File: config.mk
export PLATFORM = sky130hd
export DESIGN_NAME = ama_riscv_rf_wb_arbiter
export DESIGN_NICKNAME = d
export VERILOG_FILES = /design/src/rtl/ama_riscv_rf_wb_arbiter.sv
export SDC_FILE = /design/constraint.sdc
export NUM_CORES = 1
export LEC_CHECK = 0
export ABC_CLOCK_PERIOD_IN_PS = 3700
export CAP_MARGIN = 25
export CORE_MARGIN = 8
export CORE_UTILIZATION = 38
export DETAILED_ROUTE_END_ITERATION = 10
export HOLD_SLACK_MARGIN = 0.05
export PLACE_DENSITY = 0.93
export SLEW_MARGIN = 15
export SYNTH_ARGS = -nofsm -noshare
export SYNTH_HDL_FRONTEND = slang
export SYNTH_SLANG_ARGS = --single-unit
File: constraint.sdc
create_clock -name clk -period 3.7 [get_ports clk]
set_clock_uncertainty 0.2 [all_clocks]
set_input_delay 0.555 -clock clk [delete_from_list [all_inputs] [get_ports clk]]
set_output_delay 0.555 -clock clk [all_outputs]
set_load 0.005 [all_outputs]
File: src/rtl/ama_riscv_rf_wb_arbiter.sv
// rtl/ama_riscv_rf_wb_arbiter.sv - arbitrates writeback requesters onto the single register file write port
// Optional: AMA_RISCV_RF_WB_FIXED_PRIO_EN selects fixed priority (requester 0 highest) instead of round-robin.
module ama_riscv_rf_wb_arbiter #(
    parameter int NUM_REQ = 3,
    parameter int PTR_W   = 2
) (
    input  logic                    clk,
    input  logic                    rst,
    input  logic                    hold,
    input  logic [NUM_REQ-1:0]      req_valid,
    input  logic [5*NUM_REQ-1:0]    req_addr,
    input  logic [32*NUM_REQ-1:0]   req_data,
    output logic [NUM_REQ-1:0]      req_ready,
    output logic                    rf_we,
    output logic [4:0]              rf_addr_d,
    output logic [31:0]             rf_data_d,
    output logic [PTR_W-1:0]        grant_id,
    output logic                    wb_busy
);

    logic             gnt_found;
    logic [PTR_W-1:0] gnt_idx;
    logic [4:0]       sel_addr;
    logic [31:0]      sel_data;
    logic [PTR_W-1:0] eff_ptr;

    logic             rf_we_q;
    logic [4:0]       rf_addr_q;
    logic [31:0]      rf_data_q;
    logic [PTR_W-1:0] grant_id_q;

`ifdef AMA_RISCV_RF_WB_FIXED_PRIO_EN
    assign eff_ptr = '0;
`else
    logic [PTR_W-1:0] ptr_q;
    logic [PTR_W-1:0] ptr_d;

    // Unreachable pointer values (NUM_REQ not a power of two) fall back to 0.
    assign eff_ptr = (int'(ptr_q) >= NUM_REQ) ? '0 : ptr_q;
    assign ptr_d   = (int'(gnt_idx) == NUM_REQ - 1) ? '0 : gnt_idx + 1'b1;

    always_ff @(posedge clk or negedge rst) begin
        if (!rst) begin
            ptr_q <= '0;
        end else if (gnt_found) begin
            ptr_q <= ptr_d;
        end
    end
`endif

    always_comb begin
        int cand;
        cand      = 0;
        gnt_found = 1'b0;
        gnt_idx   = '0;
        sel_addr  = '0;
        sel_data  = '0;
        req_ready = '0;
        if (rst && !hold) begin
            for (int k = 0; k < NUM_REQ; k++) begin
                cand = int'(eff_ptr) + k;
                if (cand >= NUM_REQ) begin
                    cand = cand - NUM_REQ;
                end
                for (int j = 0; j < NUM_REQ; j++) begin
                    if (!gnt_found && (j == cand) && req_valid[j]) begin
                        gnt_found    = 1'b1;
                        gnt_idx      = PTR_W'(j);
                        sel_addr     = req_addr[5*j +: 5];
                        sel_data     = req_data[32*j +: 32];
                        req_ready[j] = 1'b1;
                    end
                end
            end
        end
    end

    // Writes to x0 are consumed but never reach the register file.
    always_ff @(posedge clk or negedge rst) begin
        if (!rst) begin
            rf_we_q    <= 1'b0;
            rf_addr_q  <= '0;
            rf_data_q  <= '0;
            grant_id_q <= '0;
        end else begin
            rf_we_q <= 1'b0;
            if (gnt_found && (sel_addr != 5'd0)) begin
                rf_we_q    <= 1'b1;
                rf_addr_q  <= sel_addr;
                rf_data_q  <= sel_data;
                grant_id_q <= gnt_idx;
            end
        end
    end

    assign rf_we     = rf_we_q;
    assign rf_addr_d = rf_addr_q;
    assign rf_data_d = rf_data_q;
    assign grant_id  = grant_id_q;
    assign wb_busy   = (|req_valid) | rf_we_q;

endmodule
==> flow_metrics.py, run 1 <==
metrics = {
    "routing": {
        "drt-initial-drc-count": 260,
        "vias_per_cell": 5.85,
        "drt-total-wl_microns": 10300,
        "drcViolationCount": 0,
        "post_drt_wl_per_cell_microns": 20.3,
        "antenna_left": 0,
        "drt_first_pass_iters": 6,
        "vias": 2967,
    },
    "sta": {
        "worst_pin_slew_ns": 0.527,
        "finalSetupViolations": 0,
        "fin_crit_sh_pct": 96.2,
        "finalHoldViolCount": 0,
        "fmaxAchievable_mhz": 281,
        "setup_slack_ns": 0.142,
        "rsz0062_at_grt": "false",
        "setup-tns-final_ns": 0,
        "slew_violations": 0,
        "timing.hold.ws_ns": 0.286,
        "slew_headroom_pct": 64.7,
        "fin_crit_ns": 3.56,
    },
    "global_route": {
        "antenna_found_initial": 0,
        "overflow": 0,
        "grt_pass1_vias": 3218,
        "grt_max_degree": 33,
        "grt_pass1_wl_microns": 16300,
        "grt_usage_pct": 20.7,
    },
    "final_layout": {
        "syn2layout_area_growth_pct": 68.9,
        "postLayoutCoreUtil_pct": 65.8,
        "antenna_cells": 0,
        "nets": 546,
        "finalInstanceArea_sq_mm": 0.00445,
        "drive_above_1_share_pct": 6.79,
    },
    "yosys": {
        "yosysWarnings": 0,
        "synth_seq_area_share_pct": 39.9,
        "synth_edf_count": 0,
        "synth_area_per_cell_sq_um": 9.90,
        "synth_area_sq_mm": 0.00263,
        "synth-seq-cells": 42,
        "ys.flop_type": "dfrtp_1",
        "synthCells": 266,
        "yosysUniqueCellTypes": 42,
        "async_flop_share_pct": 100,
        "synth_fp_nets": 385,
    },
    "clocking": {
        "cts_root_buffer": "clkbuf_8",
        "cts.sinks": 42,
        "cts_max_level": 2,
        "cts_resized": 0,
        "cts_tree": "yes",
        "numCtsBuffers": 5,
        "clk_latency_ns": 0.28,
        "cts_buffer_depth": 2,
        "cts.clk_slew.worst_paths_ns": 0.07,
    },
    "floorplan": {
        "ioPinCount": 161,
        "rows": 30,
        "die-height_microns": 99.2,
        "core_area_sq_mm": 0.00676,
        "die-area_sq_mm": 0.00985,
        "die_x_microns": 99.2,
        "start_util_pct": 39.0,
    },
    "place": {
        "port_buffers": 160,
        "placed_area_sq_mm": 0.00436,
        "hpwl_microns": 8250,
        "dp_worst_setup_slack_ns": 0.0362,
        "gp_congestion": 0.898,
    },
    "setup_path": {
        "slowest_stage": "clkdlybuf4s50_1",
        "critPathArrivalTime_ns": 2.80,
        "critPathKind": "input port to output port",
        "crit_path_start_kind": "input port",
        "required_ns": 2.94,
        "path_cells": "clkdlybuf4s50_1 > nor3b_2 > nand3_1 > buf_4 > a31oi_1 > clkdlybuf4s50_1",
        "critPathTopFamily": "buffers and inverters",
        "critPathMaxFanout": 9,
        "critPathMaxStageDelay_ns": 0.58,
        "worstSetupEndpointType": "output port",
        "cp.buffers_inverters": 3,
        "path_common_cell": "clkdlybuf4s50_1",
    },
    "run_status": {
        "status": "completed",
    },
    "hold_path": {
        "hp-class": "flop to flop",
    },
    "power": {
        "pwr_density_cell_mw_per_mm2": 681,
        "irDropWorstVdd_uv": 401,
        "p_leak_nw": 1.96,
    },
    "run": {
        "maxCapViolations": 0,
    },
}
## sequential cells by signal, indices dropped and copies added (netlist names)
signal / cells
grant_id: 2
ptr_q: 2
rf_addr_d: 5
rf_data_d: 32
rf_we: 1
## Yosys cell counts, types with 2 or more instances
cell       instances  share of area [%]
dfrtp_1           42                 40
a222oi_1          30                 11
inv_1             24                3.4
mux2i_1           18                6.8
mux2_1            16                6.8
nor2_1            16                2.3
nand2_1           15                2.1
clkbuf_1          12                1.7
nand3_1           10                1.9
o21ai_0            7                1.3
a21oi_1            6                1.1
and3_1             6                1.4
a21o_1             5                1.4
and2_1             5                1.2
a31oi_1            4               0.95
buf_2              4               0.76
buf_4              4                1.1
o22ai_1            3               0.71
o2bb2ai_1          3                1.0
a211o_1            2               0.67
a21boi_0           2               0.57
a21boi_1           2               0.57
a221o_1            2               0.76
a221oi_1           2               0.67
a32oi_1            2               0.67
ha_1               2               0.95
nor3b_1            2               0.57
nor3b_2            2               0.95
o2111ai_1          2               0.67
o211a_1            2               0.76
o221ai_1           2               0.67
or2_2              2               0.48
## layer usage
metal | GRT usage [%] | routed length [microns]
met2 | 36.6 | 5220
met4 | 7.45 | 267
met1 | 22.0 | 3830
met3 | 7.54 | 989
met5 | 0 | 0
## cells by family after synthesis
family                   count (synthesis)  share of synthesized area, %
adder cells (fa/ha/maj)                  2                         0.950
multiplexers                            34                          13.7
AO/OA/AOI/OAI                           80                          25.1
AND/OR/NAND/NOR                         63                          12.8
buffers and inverters                   45                          7.46
flip-flops                              42                          39.9
## cell type report
| type | instances | area, sq um |
|---|---|---|
| timing repair buffer | 175 | 1740 |
| clock buffer | 5 | 68.8 |
| fill | 535 | 2310 |
| multi-input combinational | 179 | 1390 |
| inverter | 24 | 90.1 |
| sequential | 42 | 1050 |
| clock inverter | 2 | 10.0 |
| tap | 80 | 100 |
## layout by cell type, fill, tap and decap left out, drive strengths merged, types with 3 or more instances in the layout
master	n
clkdlybuf4s50	159
dfrtp	42
a222oi	30
inv	24
mux2i	18
nor2	16
mux2	16
nand2	15
buf	15
nand3	10
o21ai	8
and3	6
a21oi	6
and2	5
a21o	5
clkbuf	5
a31oi	4
nor3b	4
a21boi	4
o2bb2ai	3
o22ai	3
## what timing repair did
item / in CTS / in global routing
hold buffers: 1 / 0
setup endpoints to repair: 0 / 0
setup buffers: 0 / 0
hold endpoints to repair: 14 / 0
## final timing paths
path / startpoint / end / slack (ns) / depth (start not counted)
hold / removal: rf_addr_d[1]$_DFFE_PN0P_ / rf_addr_d[1]$_DFFE_PN0P_ / 0.29 / 1
hold reg to reg: rf_addr_d[1]$_DFFE_PN0P_ / rf_addr_d[1]$_DFFE_PN0P_ / 0.29 / 1
max in group asynchronous: rst / rf_data_d[27]$_DFFE_PN0P_ / 2.08 / 3
min in group asynchronous: rst / rf_data_d[24]$_DFFE_PN0P_ / 0.52 / 2
setup reg to reg: ptr_q[0]$_DFFE_PN0P_ / rf_data_d[10]$_DFFE_PN0P_ / 0.49 / 11
setup / recovery: req_valid[1] / req_ready[2] / 0.14 / 6
## stage by stage
| step | power, mW | cells |
|---|---|---|
| 2_1_floorplan | 1.85 | 266 |
| 3_3_place_gp | 2.69 | 499 |
| 3_5_place_dp | 2.76 | 499 |
| 4_1_cts | 3.04 | 507 |
| 5_1_grt | 3.23 | 507 |
| 6_report | 3.03 | 507 |
## report_power, final
part	total [mW]	leakage (nW)	internal, mW	switching [mW]
registers	0.803	0.548	0.675	0.128
clock network	0.275	0.0438	0.127	0.149
logic	1.95	1.36	1.05	0.900
No activity file was read; power rests on OpenSTA's default activity.
==> run 2: changes to the inputs <==
Settings changed: GPL_TIMING_DRIVEN set to 0.
==> run 2 against run 1 <==
Compared with the run above: first-iteration DRC count decreased by 13%; fmax increased by 0.24%; sequential power decreased by 1%; cell count increased by 0.79%; critical endpoint is now req_ready[1].
==> flow_metrics.py, run 2 (synthesis gave the netlist of run 1 again) <==
metrics = {
    "sta": {
        "timing.hold.ws_ns": 0.0561,
        "rsz0062_at_grt": "false",
        "fin_crit_sh_pct": 95.9,
        "finalHoldViolCount": 0,
        "worst_pin_slew_ns": 0.595,
        "fmaxAchievable_mhz": 282,
        "slew_violations": 0,
        "slew_headroom_pct": 60.3,
        "setup_slack_ns": 0.151,
        "fin_crit_ns": 3.55,
        "finalSetupViolations": 0,
    },
    "floorplan": {
        "core_area_sq_mm": 0.00676,
        "ioPinCount": 161,
        "start_util_pct": 39.0,
        "die-height_microns": 99.2,
        "rows": 30,
        "die_x_microns": 99.2,
        "die-area_sq_mm": 0.00985,
    },
    "final_layout": {
        "finalInstanceArea_sq_mm": 0.00447,
        "antenna_cells": 0,
        "layout_common_cells": "clkdlybuf4s50_1, dfrtp_1, a222oi_1",
        "final_common_cell": "clkdlybuf4s50_1",
        "largest_reg_flops": 32,
        "syn2layout_area_growth_pct": 69.8,
        "final_cells": 511,
        "nets": 550,
        "drive_above_1_share_pct": 7.42,
    },
    "hold_path": {
        "hp-class": "input port to async pin",
    },
    "clocking": {
        "cts_root_buffer": "clkbuf_8",
        "cts_max_level": 2,
        "cts.clk_slew.worst_paths_ns": 0.08,
        "cts.sinks": 42,
        "clk_latency_ns": 0.29,
        "cts_tree": "yes",
        "cts_buffer_depth": 2,
        "cts_setup_buffers": 0,
        "numCtsBuffers": 5,
    },
    "setup_path": {
        "critPathArrivalTime_ns": 2.79,
        "crit_path_start_kind": "input port",
        "critPathMaxFanout": 10,
        "required_ns": 2.94,
        "worstSetupEndpointType": "output port",
        "critPathKind": "input port to output port",
    },
    "place": {
        "hpwl_microns": 8400,
        "placed_area_sq_mm": 0.00434,
        "dp_worst_setup_slack_ns": -0.332,
        "placed_cells": 505,
        "gp_congestion": 0.898,
        "port_buffers": 158,
    },
    "power": {
        "pwr_density_cell_mw_per_mm2": 682,
        "seqPwrFrac_pct": 26.0,
        "p_leak_nw": 1.95,
        "power_mw": 3.05,
        "power.switching_mw": 1.21,
        "p_int_mw": 1.84,
        "combPwrFrac_pct": 64.6,
        "irDropWorstVdd_uv": 390,
        "switching_share_pct": 39.7,
        "clkPwrFrac_pct": 9.3,
    },
    "routing": {
        "drt_first_pass_iters": 5,
        "vias": 2959,
        "route.met3.wl_microns": 1130,
        "wl_met2_microns": 5180,
        "antenna_left": 0,
        "vias_per_cell": 5.79,
        "drt-total-wl_microns": 10400,
        "drcViolationCount": 0,
        "met1Wirelength_microns": 3780,
        "drt-initial-drc-count": 227,
        "highest_layer": "met4",
        "post_drt_wl_per_cell_microns": 20.3,
    },
    "global_route": {
        "overflow": 0,
        "grt_usage_pct": 21.0,
        "grt_max_degree": 25,
        "grt_pass1_vias": 3237,
        "grt_pass1_wl_microns": 16600,
        "antenna_found_initial": 0,
    },
    "run_status": {
        "status": "completed",
    },
    "run": {
        "maxCapViolations": 0,
    },
}
-- run 2: path summary, 6_finish.rpt --
path / startpoint / to / slack (ns) / cells after the start
setup reg to reg: ptr_q[0]$_DFFE_PN0P_ / rf_data_d[30]$_DFFE_PN0P_ / 0.29 / 11
setup / recovery: req_valid[2] / req_ready[1] / 0.15 / 7
hold / removal: rst / rf_data_d[21]$_DFFE_PN0P_ / 0.06 / 1
hold reg to reg: rf_addr_d[1]$_DFFE_PN0P_ / rf_addr_d[1]$_DFFE_PN0P_ / 0.28 / 1
min in group clk: rf_addr_d[1]$_DFFE_PN0P_ / rf_addr_d[1]$_DFFE_PN0P_ / 0.28 / 1
max in group asynchronous: rst / rf_data_d[10]$_DFFE_PN0P_ / 2.73 / 2
-- run 2: what timing repair did --
item | CTS | global route
endpoints found under the setup margin | 2 | 19
gates cloned | 0 | 0
hold buffers | 0 | 0
resized for setup | 9 | 8
endpoints found under the hold margin | 0 | 0
-- run 2: per-layer routing --
layer  global-route usage, %  up-vias
met5                       0        -
met4                    7.68        0
met3                    8.10       18
met2                    35.6      180
met1                    23.2     1401
li1                        -     1360
-- run 2: final cells by class --
class,instances,area [sq um]
plain buffers,20,110
clock buffers,6,72.6
clock inverters,1,7.51
fillers,532,2290
inverters,24,90.1
multi-input cells,179,1440
flip-flops and latches,42,1050
well taps,80,100
repair buffers,159,1600
-- run 2: power by group through the flow --
stage / Clock (mW) / Sequential [mW] / Combinational [mW]
detailed placement: 0 / 0.800 / 1.92
finish: 0.285 / 0.794 / 1.97
floorplan: 0 / 0.801 / 1.05
global placement: 0 / 0.787 / 1.89
CTS: 0.293 / 0.794 / 1.96
global route: 0.313 / 0.819 / 2.13
-- run 2: worst max-delay path, cell delays in order --
cell and delay (ns):
clkdlybuf4s50_1 0.66, a21boi_4 0.13, o211a_1 0.26, or2_2 0.35
buf_4 0.20, and2_1 0.17, clkdlybuf4s50_1 0.47
-- run 2: per-stage QoR --
stage	util [%]	setup TNS, ns
after floorplan	-	0
after global placement	63.9	-32.03
after detailed placement	64.2	-2.01
after CTS	65.9	-0.0473
after global routing	66.2	0
final	66.2	0
